`config.mk`:
```
export PLATFORM = sky130hd
export DESIGN_NAME = alu_share_arbiter_flat
export DESIGN_NICKNAME = d
export VERILOG_FILES = /design/src/rtl/alu_pkg.sv /design/src/rtl/alu_share_arbiter_if.sv /design/src/rtl/alu_core.sv /design/src/rtl/alu_share_arbiter.sv /design/src/flat_wrapper.sv
export SDC_FILE = /design/constraint.sdc
export NUM_CORES = 1
export LEC_CHECK = 0
export BUFFER_PORTS_ARGS = -buffer_cell sky130_fd_sc_hd__buf_2
export CAP_MARGIN = 10
export CORE_MARGIN = 2
export CORE_UTILIZATION = 50
export CTS_BUF_LIST = sky130_fd_sc_hd__clkbuf_8
export DETAILED_ROUTE_END_ITERATION = 12
export PLACE_DENSITY = 0.72
export SLEW_MARGIN = 20
export SYNTH_ARGS = -nofsm -noshare
export SYNTH_HDL_FRONTEND = slang
export SYNTH_SLANG_ARGS = --single-unit
```
`constraint.sdc`:
```
create_clock -name clock -period 10.45 [get_ports clock]
set_input_delay 2.09 -clock clock [delete_from_list [all_inputs] [get_ports clock]]
set_output_delay 2.09 -clock clock [all_outputs]
set_load 0.05 [all_outputs]
```
`src/rtl/alu_pkg.sv`:
```
// Shared definitions for the shared-ALU arbiter: widths, opcodes, response struct.
package alu_pkg;

  localparam int DATA_WIDTH  = 32;
  localparam int OP_WIDTH    = 5;
  localparam int SHAMT_WIDTH = 5;

  localparam logic [OP_WIDTH-1:0] OP_ADD = 5'b00000;
  localparam logic [OP_WIDTH-1:0] OP_SUB = 5'b00001;
  localparam logic [OP_WIDTH-1:0] OP_AND = 5'b00010;
  localparam logic [OP_WIDTH-1:0] OP_OR  = 5'b00011;
  localparam logic [OP_WIDTH-1:0] OP_SLL = 5'b00100;
  localparam logic [OP_WIDTH-1:0] OP_SRA = 5'b00101;

  typedef struct packed {
    logic [DATA_WIDTH-1:0] data;
    logic                  ovf;
    logic                  ne;
    logic                  lt;
  } alu_rsp_t;

endpackage

```
`src/rtl/alu_share_arbiter_if.sv`:
```
// Request/response bundle between the two requesters, the consumer and the arbiter.
// master: requester/consumer side; slave: arbiter side.
interface alu_share_arbiter_if #(
  parameter int DATA_WIDTH  = alu_pkg::DATA_WIDTH,
  parameter int OP_WIDTH    = alu_pkg::OP_WIDTH,
  parameter int SHAMT_WIDTH = alu_pkg::SHAMT_WIDTH
);

  logic                   req0_valid;
  logic                   req0_ready;
  logic [OP_WIDTH-1:0]    req0_op;
  logic [DATA_WIDTH-1:0]  req0_a;
  logic [DATA_WIDTH-1:0]  req0_b;
  logic [SHAMT_WIDTH-1:0] req0_shamt;

  logic                   req1_valid;
  logic                   req1_ready;
  logic [OP_WIDTH-1:0]    req1_op;
  logic [DATA_WIDTH-1:0]  req1_a;
  logic [DATA_WIDTH-1:0]  req1_b;
  logic [SHAMT_WIDTH-1:0] req1_shamt;

  logic                   rsp_valid;
  logic                   rsp_ready;
  logic                   rsp_id;
  logic [DATA_WIDTH-1:0]  rsp_data;
  logic                   rsp_ovf;
  logic                   rsp_ne;
  logic                   rsp_lt;

  modport master (
    output req0_valid, req0_op, req0_a, req0_b, req0_shamt,
    output req1_valid, req1_op, req1_a, req1_b, req1_shamt,
    output rsp_ready,
    input  req0_ready, req1_ready,
    input  rsp_valid, rsp_id, rsp_data, rsp_ovf, rsp_ne, rsp_lt
  );

  modport slave (
    input  req0_valid, req0_op, req0_a, req0_b, req0_shamt,
    input  req1_valid, req1_op, req1_a, req1_b, req1_shamt,
    input  rsp_ready,
    output req0_ready, req1_ready,
    output rsp_valid, rsp_id, rsp_data, rsp_ovf, rsp_ne, rsp_lt
  );

endinterface

```
`src/rtl/alu_core.sv`:
```
// Combinational 32-bit integer ALU: add, sub, and, or, sll, sra.
// Flags: ovf on ADD/SUB, ne/lt on SUB only; unknown opcodes yield all zeros.
module alu_core import alu_pkg::*; (
  input  logic [OP_WIDTH-1:0]    op,
  input  logic [DATA_WIDTH-1:0]  a,
  input  logic [DATA_WIDTH-1:0]  b,
  input  logic [SHAMT_WIDTH-1:0] shamt,
  output alu_rsp_t               res
);

  logic signed [DATA_WIDTH-1:0] a_s;
  logic signed [DATA_WIDTH-1:0] b_s;
  logic signed [DATA_WIDTH-1:0] sum_s;
  logic signed [DATA_WIDTH-1:0] diff_s;
  logic signed [DATA_WIDTH-1:0] sra_s;

  // Signed overflow: operands of equal sign giving a result of the other sign.
  function automatic logic ovf_f(input logic a_msb, input logic bx_msb, input logic r_msb);
    return (a_msb == bx_msb) && (r_msb != a_msb);
  endfunction

  assign a_s    = a;
  assign b_s    = b;
  assign sum_s  = a_s + b_s;
  assign diff_s = a_s - b_s;
  assign sra_s  = a_s >>> shamt;

  // Opcode decode with all outputs zeroed first.
  always_comb begin
    res = '0;
    case (op)
      OP_ADD: begin
        res.data = sum_s;
        res.ovf  = ovf_f(a[DATA_WIDTH-1], b[DATA_WIDTH-1], sum_s[DATA_WIDTH-1]);
      end
      OP_SUB: begin
        res.data = diff_s;
        res.ovf  = ovf_f(a[DATA_WIDTH-1], ~b[DATA_WIDTH-1], diff_s[DATA_WIDTH-1]);
        res.ne   = (a != b);
        res.lt   = diff_s[DATA_WIDTH-1] ^ res.ovf;
      end
      OP_AND:  res.data = a & b;
      OP_OR:   res.data = a | b;
      OP_SLL:  res.data = a << shamt;
      OP_SRA:  res.data = sra_s;
      default: res = '0;
    endcase
  end

endmodule

```
`src/rtl/alu_share_arbiter.sv`:
```
// Round-robin sharing of one ALU between two requesters with a single
// registered response slot held until the consumer accepts it.
// Optional performance counters are built when ALU_ARB_PERF_EN is defined.
module alu_share_arbiter #(
  parameter int DATA_WIDTH  = alu_pkg::DATA_WIDTH,
  parameter int OP_WIDTH    = alu_pkg::OP_WIDTH,
  parameter int SHAMT_WIDTH = alu_pkg::SHAMT_WIDTH
) (
  input  logic               clock,
  input  logic               reset,
  alu_share_arbiter_if.slave bus
`ifdef ALU_ARB_PERF_EN
  ,
  output logic [31:0]        perf_grant0,
  output logic [31:0]        perf_grant1,
  output logic [31:0]        perf_conflict
`endif
);

  logic                   stall;
  logic                   conflict;
  logic                   grant0;
  logic                   grant1;
  logic                   accept;
  logic [OP_WIDTH-1:0]    sel_op;
  logic [DATA_WIDTH-1:0]  sel_a;
  logic [DATA_WIDTH-1:0]  sel_b;
  logic [SHAMT_WIDTH-1:0] sel_shamt;
  alu_pkg::alu_rsp_t      alu_res;

  logic              rsp_valid_q, rsp_valid_d;
  logic              rsp_id_q, rsp_id_d;
  logic              last_grant_q, last_grant_d;
  alu_pkg::alu_rsp_t rsp_q, rsp_d;

  assign stall    = rsp_valid_q && !bus.rsp_ready;
  assign conflict = bus.req0_valid && bus.req1_valid;
  assign accept   = grant0 || grant1;

  // Round-robin grant; nothing is granted while in reset or stalled.
  always_comb begin
    grant0 = 1'b0;
    grant1 = 1'b0;
    if (!reset && !stall) begin
      if (conflict) begin
        grant0 = last_grant_q;
        grant1 = !last_grant_q;
      end else if (bus.req0_valid) begin
        grant0 = 1'b1;
      end else if (bus.req1_valid) begin
        grant1 = 1'b1;
      end
    end
  end

  assign bus.req0_ready = grant0;
  assign bus.req1_ready = grant1;

  // Operand mux feeding the single shared ALU.
  always_comb begin
    sel_op    = bus.req0_op;
    sel_a     = bus.req0_a;
    sel_b     = bus.req0_b;
    sel_shamt = bus.req0_shamt;
    if (grant1) begin
      sel_op    = bus.req1_op;
      sel_a     = bus.req1_a;
      sel_b     = bus.req1_b;
      sel_shamt = bus.req1_shamt;
    end
  end

  alu_core u_alu_core (
    .op    (sel_op),
    .a     (sel_a),
    .b     (sel_b),
    .shamt (sel_shamt),
    .res   (alu_res)
  );

  // Response slot: load on accept, empty when drained, hold on stall.
  always_comb begin
    rsp_valid_d  = rsp_valid_q;
    rsp_id_d     = rsp_id_q;
    rsp_d        = rsp_q;
    last_grant_d = last_grant_q;
    if (accept) begin
      rsp_valid_d  = 1'b1;
      rsp_id_d     = grant1;
      rsp_d        = alu_res;
      last_grant_d = grant1;
    end else if (!stall) begin
      rsp_valid_d  = 1'b0;
    end
  end

  // Slot and round-robin pointer registers.
  always_ff @(posedge clock) begin
    if (reset) begin
      rsp_valid_q  <= 1'b0;
      rsp_id_q     <= 1'b0;
      rsp_q        <= '0;
      last_grant_q <= 1'b1;
    end else begin
      rsp_valid_q  <= rsp_valid_d;
      rsp_id_q     <= rsp_id_d;
      rsp_q        <= rsp_d;
      last_grant_q <= last_grant_d;
    end
  end

  assign bus.rsp_valid = rsp_valid_q;
  assign bus.rsp_id    = rsp_id_q;
  assign bus.rsp_data  = rsp_q.data;
  assign bus.rsp_ovf   = rsp_q.ovf;
  assign bus.rsp_ne    = rsp_q.ne;
  assign bus.rsp_lt    = rsp_q.lt;

`ifdef ALU_ARB_PERF_EN
  logic [31:0] perf_grant0_q, perf_grant0_d;
  logic [31:0] perf_grant1_q, perf_grant1_d;
  logic [31:0] perf_conflict_q, perf_conflict_d;

  // Free-running wrap-around event counters; observe only.
  always_comb begin
    perf_grant0_d   = perf_grant0_q + {31'd0, grant0};
    perf_grant1_d   = perf_grant1_q + {31'd0, grant1};
    perf_conflict_d = perf_conflict_q + {31'd0, (conflict && !stall)};
  end

  // Counter registers.
  always_ff @(posedge clock) begin
    if (reset) begin
      perf_grant0_q   <= '0;
      perf_grant1_q   <= '0;
      perf_conflict_q <= '0;
    end else begin
      perf_grant0_q   <= perf_grant0_d;
      perf_grant1_q   <= perf_grant1_d;
      perf_conflict_q <= perf_conflict_d;
    end
  end

  assign perf_grant0   = perf_grant0_q;
  assign perf_grant1   = perf_grant1_q;
  assign perf_conflict = perf_conflict_q;
`endif

endmodule

```
`src/flat_wrapper.sv`:
```
// flat-port wrapper written by rule: the top's interface ports become plain ports
module alu_share_arbiter_flat 
#(
  parameter int DATA_WIDTH  = alu_pkg::DATA_WIDTH,
  parameter int OP_WIDTH    = alu_pkg::OP_WIDTH,
  parameter int SHAMT_WIDTH = alu_pkg::SHAMT_WIDTH
)
  (clock, reset, bus_req0_valid, bus_req0_op, bus_req0_a, bus_req0_b, bus_req0_shamt, bus_req1_valid, bus_req1_op, bus_req1_a, bus_req1_b, bus_req1_shamt, bus_rsp_ready, bus_req0_ready, bus_req1_ready, bus_rsp_valid, bus_rsp_id, bus_rsp_data, bus_rsp_ovf, bus_rsp_ne, bus_rsp_lt);
  alu_share_arbiter_if #(.DATA_WIDTH(DATA_WIDTH), .OP_WIDTH(OP_WIDTH), .SHAMT_WIDTH(SHAMT_WIDTH)) bus_i ();
  input  logic clock;
  input  logic reset;
  input wire logic [$bits(bus_i.req0_valid)-1:0] bus_req0_valid;
  input wire logic [$bits(bus_i.req0_op)-1:0] bus_req0_op;
  input wire logic [$bits(bus_i.req0_a)-1:0] bus_req0_a;
  input wire logic [$bits(bus_i.req0_b)-1:0] bus_req0_b;
  input wire logic [$bits(bus_i.req0_shamt)-1:0] bus_req0_shamt;
  input wire logic [$bits(bus_i.req1_valid)-1:0] bus_req1_valid;
  input wire logic [$bits(bus_i.req1_op)-1:0] bus_req1_op;
  input wire logic [$bits(bus_i.req1_a)-1:0] bus_req1_a;
  input wire logic [$bits(bus_i.req1_b)-1:0] bus_req1_b;
  input wire logic [$bits(bus_i.req1_shamt)-1:0] bus_req1_shamt;
  input wire logic [$bits(bus_i.rsp_ready)-1:0] bus_rsp_ready;
  output wire logic [$bits(bus_i.req0_ready)-1:0] bus_req0_ready;
  output wire logic [$bits(bus_i.req1_ready)-1:0] bus_req1_ready;
  output wire logic [$bits(bus_i.rsp_valid)-1:0] bus_rsp_valid;
  output wire logic [$bits(bus_i.rsp_id)-1:0] bus_rsp_id;
  output wire logic [$bits(bus_i.rsp_data)-1:0] bus_rsp_data;
  output wire logic [$bits(bus_i.rsp_ovf)-1:0] bus_rsp_ovf;
  output wire logic [$bits(bus_i.rsp_ne)-1:0] bus_rsp_ne;
  output wire logic [$bits(bus_i.rsp_lt)-1:0] bus_rsp_lt;
  assign bus_i.req0_valid = bus_req0_valid;
  assign bus_i.req0_op = bus_req0_op;
  assign bus_i.req0_a = bus_req0_a;
  assign bus_i.req0_b = bus_req0_b;
  assign bus_i.req0_shamt = bus_req0_shamt;
  assign bus_i.req1_valid = bus_req1_valid;
  assign bus_i.req1_op = bus_req1_op;
  assign bus_i.req1_a = bus_req1_a;
  assign bus_i.req1_b = bus_req1_b;
  assign bus_i.req1_shamt = bus_req1_shamt;
  assign bus_i.rsp_ready = bus_rsp_ready;
  assign bus_req0_ready = bus_i.req0_ready;
  assign bus_req1_ready = bus_i.req1_ready;
  assign bus_rsp_valid = bus_i.rsp_valid;
  assign bus_rsp_id = bus_i.rsp_id;
  assign bus_rsp_data = bus_i.rsp_data;
  assign bus_rsp_ovf = bus_i.rsp_ovf;
  assign bus_rsp_ne = bus_i.rsp_ne;
  assign bus_rsp_lt = bus_i.rsp_lt;
  alu_share_arbiter #(.DATA_WIDTH(DATA_WIDTH), .OP_WIDTH(OP_WIDTH), .SHAMT_WIDTH(SHAMT_WIDTH)) u_core (.clock(clock), .reset(reset), .bus(bus_i));
endmodule
```
---- After elaboration in Yosys (flattened, before gate mapping) ----
Cells that the tools add are included.
storage, ports and cells
  flip-flop bits (word level) ............. 38
  logic and storage cells ................. 53
operators by class
  add/subtract/negate cells ............... 2
  eq/ne operators ......................... 11
  shift-type cells ........................ 2
  mux-type cells .......................... 16
  bitwise logic cells ..................... 4
  reduce and logical (&&, ||, !) cells .... 11
operator list
  cell                                                             number
  32-bit case mux with 6 select lines                              1
  32-bit two-way mux                                               2
  32-bit adder                                                     1
  32-bit AND                                                       1
  32-bit inequality test                                           1
  32-bit bitwise OR                                                1
  32-bit by 5-bit left shift with 32-bit output                    1
  32-bit by 5-bit >>> shifter with 32-bit output                   1
  32-bit subtractor                                                1
  5-bit by 2-bit == test with 1-bit output, second input constant  2
  5-bit by 3-bit == test with 1-bit output, second input constant  2
  5-bit two-way mux                                                2
  1-bit two-way mux                                                9
  5-bit by 1-bit == test with 1-bit output, second input constant  1
  1-bit logical AND                                                5
  5-bit logical NOT                                                1
  1-bit logical NOT                                                4
  1-bit == test                                                    2
  2-bit two-way mux                                                1
  1-bit inequality test                                            2
  2-bit inequality test, second input constant                     1
  1-bit case mux with 2 select lines                               1
  1-bit logical OR                                                 1
  1-bit inverter                                                   1
  1-bit bitwise XOR                                                1

---- Depth between registers and ports, before layout ----
Gate-level depths: netlist (run 1).
  depth in word-level cells ............... 11
  depth in mapped cells ................... 22

---- By module ----
From an unflattened synthesis (run 1), not the netlist that was laid out.
second synthesis, totals
  cells, all modules ...................... 1556
  area, all modules ....................... 11110.7 sq um
modules (own cells, without submodules)
  module             times used  cells each  area an instance (sq um)
  alu_core           1           1303        8712.1
  alu_share_arbiter  1           253         2398.6

---- Worst setup path before layout (run 1) ----
Ideal clock, no wire load.
  kind .................................... input -> output
  start point ............................. input reset
  end point ............................... output bus_req0_ready
  arrival time ............................ 4.990 ns
  required time ........................... 8.360 ns
  path slack .............................. 3.370 ns
  cell stages on the path ................. 2
  buffers on the path ..................... 1
  path through ............................ clkbuf_1 a2111oi_0
between the ends
  longest elaborated chain between the ends .. 3
ends and longest elaborated chain
  element            line                     RTL
  start, declared    flat_wrapper.sv:11       input logic reset;
  1-bit logical NOT  alu_share_arbiter.sv:44  if (!reset && !stall) begin
  1-bit logical AND  alu_share_arbiter.sv:44
  1-bit two-way mux  alu_share_arbiter.sv:44
  end, declared      flat_wrapper.sv:23       output wire logic [$bits(bus_i.req0_ready)-1:0] bus_req0_ready;
No other way between the ends.

---- Worst setup path after layout (run 1) ----
  start point ............................. input reset
  end point ............................... register u_core.rsp_q, in the netlist u_core.bus.rsp_data[22]
between the ends
  longest elaborated chain between the ends .. 6
  elaborated cells on any way between the ends .. 22
  those cells by class .................... 2 x add/sub; 5 x eq/ne; 2 x shift; 7 x mux; 2 x bitwise; 4 x reduce/logical
ends and longest elaborated chain
  element                                                  line                      RTL
  1-bit logical NOT                                        alu_share_arbiter.sv:44
  1-bit logical AND                                        alu_share_arbiter.sv:44
  1-bit two-way mux                                        alu_share_arbiter.sv:44
  32-bit two-way mux or 5-bit two-way mux (tied branches)  alu_share_arbiter.sv:65   if (grant1) begin
  32-bit subtractor (tied with other cells)                alu_core.sv:25            assign diff_s = a_s - b_s;
  32-bit case mux with 6 select lines                      alu_core.sv:31            case (op)
  end signal, assigned                                     alu_share_arbiter.sv:107  rsp_q <= rsp_d;
  end, declared                                            alu_share_arbiter.sv:34   alu_pkg::alu_rsp_t rsp_q, rsp_d;
Parallel ways exist; a longest one is shown, timed or not.
A chain may end at the register's enable or synchronous reset.

==> results of run 1 <==
## path summary, 6_finish.rpt
path | from | endpoint | slack, ns
hold reg to reg | u_core.bus.rsp_id | u_core.bus.rsp_id | 0.47
setup reg to reg | u_core.bus.rsp_valid | u_core.bus.rsp_data[22] | 4.33
setup / recovery | reset | u_core.bus.rsp_data[22] | 2.31
hold / removal | u_core.bus.rsp_id | u_core.bus.rsp_id | 0.47
## where the power goes
group | switching, mW | internal (mW) | total [mW] | leakage [nW]
clock network | 0.0745 | 0.102 | 0.177 | 0.0714
logic | 0.560 | 0.299 | 0.859 | 6.09
registers | 0.00251 | 0.147 | 0.150 | 0.307
## cells in the mapped netlist (8+ instances only)
| cell | number |
|---|---|
| sky130_fd_sc_hd__and3_1 | 18 |
| sky130_fd_sc_hd__nand3_1 | 37 |
| sky130_fd_sc_hd__or3_1 | 13 |
| sky130_fd_sc_hd__buf_2 | 51 |
| sky130_fd_sc_hd__ha_1 | 108 |
| sky130_fd_sc_hd__o21ai_0 | 96 |
| sky130_fd_sc_hd__mux4_2 | 52 |
| sky130_fd_sc_hd__nand4_1 | 17 |
| sky130_fd_sc_hd__buf_4 | 18 |
| sky130_fd_sc_hd__nor4_1 | 14 |
| sky130_fd_sc_hd__buf_1 | 11 |
| sky130_fd_sc_hd__nor2_1 | 119 |
| sky130_fd_sc_hd__nand2b_1 | 12 |
| sky130_fd_sc_hd__mux2i_1 | 147 |
| sky130_fd_sc_hd__o31ai_1 | 8 |
| sky130_fd_sc_hd__a31oi_1 | 16 |
| sky130_fd_sc_hd__inv_1 | 106 |
| sky130_fd_sc_hd__clkbuf_1 | 55 |
| sky130_fd_sc_hd__o211ai_1 | 42 |
| sky130_fd_sc_hd__xnor2_1 | 16 |
| sky130_fd_sc_hd__a311oi_1 | 8 |
| sky130_fd_sc_hd__nand2_1 | 356 |
| sky130_fd_sc_hd__nor3_1 | 51 |
| sky130_fd_sc_hd__a21o_1 | 19 |
| sky130_fd_sc_hd__mux2_2 | 40 |
| sky130_fd_sc_hd__a211oi_1 | 28 |
| sky130_fd_sc_hd__dfxtp_1 | 38 |
| sky130_fd_sc_hd__a21oi_1 | 126 |
| sky130_fd_sc_hd__nor2b_1 | 12 |
| sky130_fd_sc_hd__a221oi_1 | 17 |
## area by class of cell
cell class,count,area [sq um],area share
Inverter,109,412,0.0288
Multi-Input combinational cell,1566,11400,0.798
Clock buffer,6,82.6,0.00578
Clock inverter,2,60.1,0.00421
Tap cell,335,419,0.0293
Timing Repair Buffer,216,1150,0.0804
Antenna cell,1,2.50,0.000175
Sequential cell,38,761,0.0533
## metal layers
layer,vias up,global-route usage
li1,7001,-
met1,7290,0.541
met2,1015,0.641
met3,163,0.0492
met4,2,0.181
met5,-,0
## critical path: stages
cell and delay [ns]:
sky130_fd_sc_hd__buf_2 0.33, sky130_fd_sc_hd__inv_1 0.50, sky130_fd_sc_hd__nand3_4 0.72, sky130_fd_sc_hd__inv_4 0.81, sky130_fd_sc_hd__buf_4 0.50, sky130_fd_sc_hd__nand2_1 0.09
sky130_fd_sc_hd__nand2_1 0.25, sky130_fd_sc_hd__ha_1 0.42, sky130_fd_sc_hd__nor3_1 0.45, sky130_fd_sc_hd__nand2_1 0.14, sky130_fd_sc_hd__nor2_1 0.38, sky130_fd_sc_hd__o21ai_0 0.35
sky130_fd_sc_hd__nor4_4 0.34, sky130_fd_sc_hd__nor4_1 0.07, sky130_fd_sc_hd__or4_1 0.59, sky130_fd_sc_hd__nor3_1 0.16, sky130_fd_sc_hd__o21ai_1 0.07
## registers in the layout, indices dropped and copies added (netlist names)
register,flops
u_core.bus.rsp_ovf,1
u_core.bus.rsp_lt,1
u_core.bus.rsp_id,1
u_core.bus.rsp_data,32
u_core.bus.rsp_ne,1
u_core.last_grant_q,1
u_core.bus.rsp_valid,1
## cells by family (layout without fill, tap and decap cells)
logic type               after synthesis  count (layout)  synth area share
flip-flops                            38              38            0.0574
adder cells (fa/ha/maj)              110             110             0.105
buffers and inverters                250             333            0.0839
AO/OA/AOI/OAI                        503             503             0.263
other                                  0               1                 0
XOR/XNOR                              19              19            0.0126
AND/OR/NAND/NOR                      687             687             0.234
multiplexers                         247             247             0.244
## per-stage QoR
step / utilization / hold WS [ns] / instances / total power, mW
after floorplan: - / 0.531 / 1854 / 0.730
after global placement: 0.543 / 0.453 / 2264 / 0.978
after detailed placement: 0.543 / 0.457 / 2264 / 0.983
after CTS: 0.548 / 0.471 / 2272 / 1.16
after global routing: 0.548 / 0.508 / 2272 / 1.25
final: 0.548 / 0.472 / 2273 / 1.19
==> flow_summary.toml, run 1 <==
[outcome]
run_status = "completed"

[placement]
place.gp.congestion = 1.01
post-place-ws_ns = 2.18
placement.io_buffers = 191
placed_cell_area_sq_um = 14100
dp.final_hpwl_um = 45100

[routing]
vias = 15471
drtPass1Iterations = 6
postRouteWirelength_um = 57900
post_drt_wl_per_cell_um = 25.5
viasPerCell = 6.81
wirelength_met1_um = 23100
initialDrtViolationCount = 2157
wl_met3_um = 5610
drcViolationCount = 0
top_layer = "met5"
dr_wl_met2_um = 25900
antenna_violating_nets_post_route = 0

[sta]
tightest_slew_ns = 1.13
time_the_final_worst_path_needs_with_i_o_delays_and_setup_ns = 8.14
timing.final.max_slew_violations = 0
final_hold_viol_count = 0
finalWorstSetupSlack_ns = 2.31
max_freq_mhz = 123
grt_setup_unrepaired = "no"
fin_crit_sh = 0.779
setup-violations-final = 0
total_neg_setup_slack_ns = 0
slew_headroom = 0.239
finalClockSkew_ns = 0.0189

[power]
p_leak_nw = 6.47
power-per-cell-area_nw_per_um2 = 83.0
irDropWorstVdd_v = 0.0000606

[floorplanning]
die_height_um = 167
effective_utilization_at_floorplan = 0.508
fp.coreArea_sq_um = 26100
chipWidth_um = 167
placementRows = 59
die-area_sq_um = 27800
top_level_ports = 192

[cells_and_area]
num-fill-cells = 2620
layout.cells.most_common_list = "sky130_fd_sc_hd__nand2_1, sky130_fd_sc_hd__buf_2, sky130_fd_sc_hd__mux2i_1, sky130_fd_sc_hd__a21oi_1, sky130_fd_sc_hd__nor2_1"
finish.instance_area_sq_um = 14300
final_common_cell = "sky130_fd_sc_hd__nand2_1"
share_of_cells_above_drive_strength_1 = 0.188
nets = 2199
area.growth.synth_to_final_pct = 7.82

[clock_tree]
cts_setup_buffers = 0
cts.sinks = 38
post_cts.resized_instances = 0
clk_root_buffer_cell = "sky130_fd_sc_hd__clkbuf_8"
max-clock-path-buffers = 2
tritoncts = "yes"
clkLatencyLatePin_ns = 0.35
numCtsBuffers = 5
cts.hold.buffers_added = 0
clk_transition_reported_paths_ns = 0.11
cts_max_level = 2

[global_route]
initial_antenna_violation_count = 3
largest_net_degree_at_the_start_of_global_routing = 61
grt_first_pass_wirelength_um = 87700
overflow = 0
first_global_vias = 14359
track_usage = 0.401

[flow_run]
maxCapViolations = 0

[worst_hold_path]
timing.hold.worst.class = "flop to flop"
worstHoldPathCells = 2

[worst_setup_path]
timing.reg2reg.worst_path_depth = 16
timing_worst_setup_path_type = "input pin to flop"
critPathLaunchType = "input pin"
worst-endpoint-arrival_ns = 8.38
critical_path.endpoint_type = "flop"
cp_max_fo = 60
crit_required_ns = 10.70

[synthesis]
yosysUniqueCellTypes = 95
synth_fp_nets = 2117
ys_ff_latch = 38
ys_warn_count = 0
synth_area_leaders = "sky130_fd_sc_hd__mux2i_1, sky130_fd_sc_hd__ha_1, sky130_fd_sc_hd__nand2_1"
proportion_of_synthesized_chip_area_in_sequential_cells = 0.0574
count_of_flip_flops_with_a_built_in_enable_after_synthesis = 0
synth_top_flop_cell = "sky130_fd_sc_hd__dfxtp_1"
synthArstFlopShare = 0
synthDominantAreaCellType = "sky130_fd_sc_hd__mux2i_1"
mean_cell_area_of_the_mapped_netlist_sq_um = 7.14
synthesis.instances = 1854
total_standard_cell_area_after_synthesis_sq_um = 13200
synth.top_cell.area_share = 0.111
Note: power is estimated with default switching activity, not from simulation.
==> run 2, diff against run 1 <==
--- a/config.mk
+++ b/config.mk
@@ -11,7 +11,7 @@
 export CORE_UTILIZATION = 50
 export CTS_BUF_LIST = sky130_fd_sc_hd__clkbuf_8
 export DETAILED_ROUTE_END_ITERATION = 12
-export PLACE_DENSITY = 0.72
+export PLACE_DENSITY = 0.75
 export SLEW_MARGIN = 20
 export SYNTH_ARGS = -nofsm -noshare
 export SYNTH_HDL_FRONTEND = slang
==> constraint.sdc (replaced) <==
create_clock -name clock -period 7 [get_ports clock]
set_input_delay 1.4 -clock clock [delete_from_list [all_inputs] [get_ports clock]]
set_output_delay 1.4 -clock clock [all_outputs]
set_load 0.05 [all_outputs]
==> flow_summary.toml, run 2 (synthesis results as in run 1) <==
[outcome]
run_status = "completed"

[placement]
place.gp.congestion = 1.03
post-place-ws_ns = 1.26
dp.final_hpwl_um = 45500
placement.io_buffers = 191
placed_cell_area_sq_um = 14300

[sta]
timing.final.max_slew_violations = 0
total_neg_setup_slack_ns = 0
finalClockSkew_ns = 0.00952
time_the_final_worst_path_needs_with_i_o_delays_and_setup_ns = 5.54
slew_headroom = 0.362
final_hold_viol_count = 0
setup-violations-final = 0
finalWorstSetupSlack_ns = 1.46
whs_ns = 0.462
fin_crit_sh = 0.791
max_freq_mhz = 181
grt_setup_unrepaired = "no"
tightest_slew_ns = 0.930

[worst_setup_path]
critPathLaunchType = "input pin"
path_delay_family = "simple AND/OR/NAND/NOR gates"
cp.buffers_inverters = 5
reg2reg_from = "u_core.bus.rsp_valid"
worst-endpoint-arrival_ns = 5.74
timing.reg2reg.setup_slack_ns = 2.34
crit_required_ns = 7.20
worst_path_max_delay_cell = "sky130_fd_sc_hd__nor4b_1"
critical_path.max_stage_delay_ns = 0.76
timing_worst_setup_path_type = "input pin to flop"
crit_start = "bus_rsp_ready"
critical_path.endpoint_type = "flop"
path_cells = "buf_2 > nand2b_1 > nand3_4 > inv_4 > buf_4 > mux2i_1 > buf_4 > inv_1 > ha_1 > nor4b_1 > nand4_1 > o21ai_0 > nor2_1 > a21oi_1 > nor2_1"
cp_max_fo = 41

[power]
power-per-cell-area_nw_per_um2 = 119
irDropWorstVdd_v = 0.0000835
p_leak_nw = 6.56

[worst_hold_path]
hold_start = "u_core.bus.rsp_id"
timing.hold.worst.class = "flop to flop"

[global_route]
initial_antenna_violation_count = 4
grt_first_pass_wirelength_um = 87300
track_usage = 0.397
first_global_vias = 14396
overflow = 0
largest_net_degree_at_the_start_of_global_routing = 60

[cells_and_area]
largest_register_ff_count = 32
nets = 2218
regArea_sq_um = 761
multi_input_area_sq_um = 11400
final_common_cell = "sky130_fd_sc_hd__nand2_1"
area.growth.synth_to_final_pct = 8.72
layout.cells.most_common_list = "sky130_fd_sc_hd__nand2_1, sky130_fd_sc_hd__buf_2, sky130_fd_sc_hd__mux2i_1, sky130_fd_sc_hd__a21oi_1, sky130_fd_sc_hd__nor2_1"
finish.instance_area_sq_um = 14400
num-fill-cells = 2641
share_of_cells_above_drive_strength_1 = 0.195

[routing]
drtPass1Iterations = 6
initialDrtViolationCount = 2163
post_drt_wl_per_cell_um = 25.0
viasPerCell = 6.83
vias = 15661
postRouteWirelength_um = 57400
antenna_violating_nets_post_route = 0
drcViolationCount = 0

[floorplanning]
placementRows = 59
fp.coreArea_sq_um = 26100
top_level_ports = 192
die_height_um = 167
effective_utilization_at_floorplan = 0.508
die-area_sq_um = 27800
chipWidth_um = 167

[clock_tree]
clk_transition_reported_paths_ns = 0.10
cts.sinks = 38
tritoncts = "yes"
cts.hold.buffers_added = 0
post_cts.resized_instances = 0
cts_max_level = 2
clk_root_buffer_cell = "sky130_fd_sc_hd__clkbuf_8"
numCtsBuffers = 5
max-clock-path-buffers = 2
cts_setup_buffers = 0
clkLatencyLatePin_ns = 0.32

[flow_run]
maxCapViolations = 0
-- run 2: cell count changes in the layout (fill, tap and decap cells not counted) --
cell / change
sky130_fd_sc_hd__buf_4: +18
sky130_fd_sc_hd__inv_1: +2
sky130_fd_sc_hd__buf_12: +1
sky130_fd_sc_hd__bufinv_16: -1
sky130_fd_sc_hd__clkbuf_8: -1
-- run 2: final cells by class --
class | count | share of cell area
inverter | 109 | 0.0286
clock inverter | 3 | 0.00261
timing repair buffer | 235 | 0.0905
sequential | 38 | 0.0528
antenna | 1 | 0.000174
multi-input combinational | 1566 | 0.791
tap | 335 | 0.0291
clock buffer | 5 | 0.00478
-- run 2: worst register-to-register path, cell delays in order, from the launching register on --
cell and delay [ns]:
sky130_fd_sc_hd__dfxtp_1 0.33, sky130_fd_sc_hd__nand2b_1 0.27, sky130_fd_sc_hd__nand3_4 0.33, sky130_fd_sc_hd__inv_4 0.42
sky130_fd_sc_hd__buf_4 0.50, sky130_fd_sc_hd__mux2i_1 0.26, sky130_fd_sc_hd__buf_4 0.18, sky130_fd_sc_hd__inv_1 0.07
sky130_fd_sc_hd__ha_1 0.52, sky130_fd_sc_hd__nor4b_1 0.77, sky130_fd_sc_hd__nand4_1 0.15, sky130_fd_sc_hd__o21ai_0 0.48
sky130_fd_sc_hd__nor2_1 0.07, sky130_fd_sc_hd__a21oi_1 0.14, sky130_fd_sc_hd__nor2_1 0.05
-- run 2: worst paths after layout --
path                       end  cells after the start
min reg2reg  u_core.bus.rsp_id                      2
min          u_core.bus.rsp_id                      2
max reg2reg  u_core.bus.rsp_ne                     14
max          u_core.bus.rsp_ne                     15
-- run 2: power breakdown --
| group | internal, mW | switching [mW] |
|---|---|---|
| Combinational | 0.454 | 0.837 |
| Sequential | 0.220 | 0.00362 |
| Clock | 0.104 | 0.0963 |
| Total | 0.779 | 0.937 |
-- run 2: metal layers --
layer  GRT usage  vias to the layer above  wire (um)
met1       0.527                     7357      22500
met2       0.625                     1082      25100
met5           0                        -         44
met4       0.207                        6       3690
li1            -                     7035          -
met3      0.0582                      181       5970
-- run 2: stage by stage --
| stage | instances | utilization | total power [mW] |
|---|---|---|---|
| after floorplan | 1854 | - | 1.09 |
| after global placement | 2283 | 0.548 | 1.47 |
| after detailed placement | 2283 | 0.548 | 1.48 |
| after CTS | 2291 | 0.553 | 1.67 |
| after global routing | 2292 | 0.553 | 1.81 |
| final | 2292 | 0.553 | 1.72 |
==> run 3, diff against run 2 <==
--- a/config.mk
+++ b/config.mk
@@ -5,13 +5,14 @@
 export SDC_FILE = /design/constraint.sdc
 export NUM_CORES = 1
 export LEC_CHECK = 0
+export ABC_AREA = 1
 export BUFFER_PORTS_ARGS = -buffer_cell sky130_fd_sc_hd__buf_2
 export CAP_MARGIN = 10
 export CORE_MARGIN = 2
 export CORE_UTILIZATION = 50
 export CTS_BUF_LIST = sky130_fd_sc_hd__clkbuf_8
 export DETAILED_ROUTE_END_ITERATION = 12
-export PLACE_DENSITY = 0.75
+export PLACE_DENSITY = 0.76
 export SLEW_MARGIN = 20
 export SYNTH_ARGS = -nofsm -noshare
 export SYNTH_HDL_FRONTEND = slang
==> constraint.sdc (replaced) <==
create_clock -name clock -period 4.6 [get_ports clock]
set_input_delay 0.92 -clock clock [delete_from_list [all_inputs] [get_ports clock]]
set_output_delay 0.92 -clock clock [all_outputs]
set_load 0.05 [all_outputs]
==> flow_summary.toml, run 3 <==
[sta]
tightest_slew_ns = 0.887
timing.final.max_slew_violations = 0
time_the_final_worst_path_needs_with_i_o_delays_and_setup_ns = 4.41
whs_ns = 0.470
fin_crit_sh = 0.960
grt_setup_unrepaired = "no"
max_freq_mhz = 227
setup-violations-final = 0
final_hold_viol_count = 0
finalClockSkew_ns = 0.00788
finalWorstSetupSlack_ns = 0.185
total_neg_setup_slack_ns = 0
slew_headroom = 0.408

[worst_setup_path]
timing_worst_setup_path_type = "input pin to flop"
path_cells = "buf_2 > inv_1 > a21oi_4 > nand2_4 > buf_12 > nand2_1 > nand2_1 > inv_1 > ha_1 > nand3_1 > nand3_1 > buf_4 > nand3_1 > nand2_1 > nand2_1 > nand2_1 > a21oi_1 > xor2_1 > nor2_1 > nor2_1 > nand3_1 > nand2_1 > a21oi_1"
critical_path.endpoint_type = "flop"
timing.critical_path.mode_cell = "sky130_fd_sc_hd__nand2_1"
worst-endpoint-arrival_ns = 4.60
critPathLaunchType = "input pin"
cp_max_fo = 65
crit_required_ns = 4.79
path_delay_family = "simple AND/OR/NAND/NOR gates"
critical_path.max_stage_delay_ns = 0.41
cp.buffers_inverters = 5
worst_path_max_delay_cell = "sky130_fd_sc_hd__ha_1"

[routing]
drcViolationCount = 0
vias = 16824
drtPass1Iterations = 6
postRouteWirelength_um = 59100
antenna_violating_nets_post_route = 0
post_drt_wl_per_cell_um = 20.8
viasPerCell = 5.92
initialDrtViolationCount = 2419

[synthesis]
total_standard_cell_area_after_synthesis_sq_um = 11500
commonest_cells_in_the_synthesized_netlist = "sky130_fd_sc_hd__nand2_1, sky130_fd_sc_hd__nand3_1, sky130_fd_sc_hd__inv_1, sky130_fd_sc_hd__a21oi_1, sky130_fd_sc_hd__nor2_1"
proportion_of_synthesized_chip_area_in_sequential_cells = 0.0663
synth_fp_nets = 2503
synth_top_flop_cell = "sky130_fd_sc_hd__dfxtp_1"
ys_warn_count = 0
ys_ff_latch = 38
synthesis.instances = 2240
synthArstFlopShare = 0
synthDominantAreaCellType = "sky130_fd_sc_hd__nand2_1"
synth.top_cell.area_share = 0.222
yosys.cell_count.top_type = "sky130_fd_sc_hd__nand2_1"
mean_cell_area_of_the_mapped_netlist_sq_um = 5.13
yosysUniqueCellTypes = 44
count_of_flip_flops_with_a_built_in_enable_after_synthesis = 0
synth_area_leaders = "sky130_fd_sc_hd__nand2_1, sky130_fd_sc_hd__nand3_1, sky130_fd_sc_hd__ha_1"

[floorplanning]
die_height_um = 156
die-area_sq_um = 24200
placementRows = 55
fp.coreArea_sq_um = 22600
chipWidth_um = 156
top_level_ports = 192
effective_utilization_at_floorplan = 0.509

[outcome]
run_status = "completed"

[placement]
placed_cell_area_sq_um = 14100
post-place-ws_ns = -0.0669
placement.io_buffers = 191
place.detailed.instances = 2828
dp.final_hpwl_um = 48800
place.gp.congestion = 1.11

[global_route]
largest_net_degree_at_the_start_of_global_routing = 67
track_usage = 0.474
first_global_vias = 15147
initial_antenna_violation_count = 5
overflow = 0
grt_first_pass_wirelength_um = 87200

[cells_and_area]
finish.instance_area_sq_um = 14200
num-fill-cells = 2318
regArea_sq_um = 761
final_common_cell = "sky130_fd_sc_hd__nand2_1"
nets = 2814
largest_register_ff_count = 32
layout.cells.most_common_list = "sky130_fd_sc_hd__nand2_1, sky130_fd_sc_hd__nand3_1, sky130_fd_sc_hd__inv_1, sky130_fd_sc_hd__buf_4, sky130_fd_sc_hd__buf_2"
stdcell_count = 2842
core_util_final = 0.630
multi_input_area_sq_um = 9120
share_of_cells_above_drive_strength_1 = 0.177
area.growth.synth_to_final_pct = 23.9

[power]
power.share.switching = 0.563
p_leak_nw = 7.98
report.power.total_mw = 3.02
power-per-cell-area_nw_per_um2 = 213
comb_power_share = 0.780
share_clk_of_total_power = 0.103
power.share.sequential = 0.117
total_switching_power_mw = 1.70
internal_power_mw = 1.32
irDropWorstVdd_v = 0.000150

[clock_tree]
max-clock-path-buffers = 2
cts.sinks = 38
clk_transition_reported_paths_ns = 0.09
tritoncts = "yes"
numCtsBuffers = 5
clk_root_buffer_cell = "sky130_fd_sc_hd__clkbuf_8"
cts_max_level = 2
clkLatencyLatePin_ns = 0.31

[flow_run]
maxCapViolations = 0

[worst_hold_path]
timing.hold.worst.class = "flop to flop"
[run 3: worst paths after layout]
path / slack [ns] / from / depth (start not counted) / to
worst min register to register: 0.47 / u_core.bus.rsp_data[9] / 2 / u_core.bus.rsp_data[9]
worst max register to register: 0.57 / u_core.last_grant_q / 21 / u_core.bus.rsp_data[23]
worst max-delay path: 0.19 / bus_rsp_ready / 23 / u_core.bus.rsp_data[23]
worst min-delay path: 0.47 / u_core.bus.rsp_data[9] / 2 / u_core.bus.rsp_data[9]
[run 3: cells by family (layout without fill, tap and decap cells)]
| family | after synthesis | in the layout | synth area share |
|---|---|---|---|
| buffers and inverters | 406 | 718 | 0.141 |
| DFF | 38 | 38 | 0.0663 |
| other | 0 | 5 | 0 |
| AOI/OAI and AO/OA | 344 | 344 | 0.160 |
| and+or+nand+nor | 1331 | 1331 | 0.503 |
| xor gates and xnor gates | 11 | 11 | 0.00839 |
| adders and majority gates | 110 | 110 | 0.121 |
[run 3: power by group through the flow]
stage | Clock [mW] | Combinational (mW) | Sequential (mW)
final | 0.312 | 2.36 | 0.353
after global routing | 0.319 | 2.53 | 0.353
after global placement | 0 | 2.22 | 0.359
after CTS | 0.306 | 2.25 | 0.352
after floorplan | 0 | 1.28 | 0.398
after detailed placement | 0 | 2.24 | 0.360
[run 3: cell type report]
cell class / instances / share of cell area
Multi-Input combinational cell: 1796 / 0.641
Clock inverter: 3 / 0.00317
Clock buffer: 5 / 0.00484
Antenna cell: 5 / 0.000879
Timing Repair Buffer: 409 / 0.193
Sequential cell: 38 / 0.0535
Tap cell: 285 / 0.0251
Inverter: 301 / 0.0794
[run 3: what timing repair did]
item | 4_1_cts | 5_1_grt
gates resized for setup | 0 | 3
hold buffers | 0 | 0
hold endpoints to repair | 0 | 0
setup buffers | 0 | 0
endpoints found under the setup margin | 0 | 3
[run 3: routing by layer]
| layer | share of wire | wire length (um) | global-route usage | vias up |
|---|---|---|---|---|
| li1 | - | - | - | 7893 |
| met1 | 0.38 | 22700 | 0.613 | 7389 |
| met2 | 0.39 | 23300 | 0.686 | 1303 |
| met3 | 0.15 | 8830 | 0.142 | 239 |
| met4 | 0.074 | 4350 | 0.294 | 0 |
| met5 | 0 | 0 | 0 | - |
[run 3: worst register-to-register path: cells and delay by family (launching register included)]
kind	cells	cell delay (ns)
xor gates and xnor gates	1	0.16
DFF	1	0.38
adders and majority gates	1	0.41
AOI/OAI and AO/OA	3	0.41
buffers and inverters	3	0.57
and+or+nand+nor	13	1.96
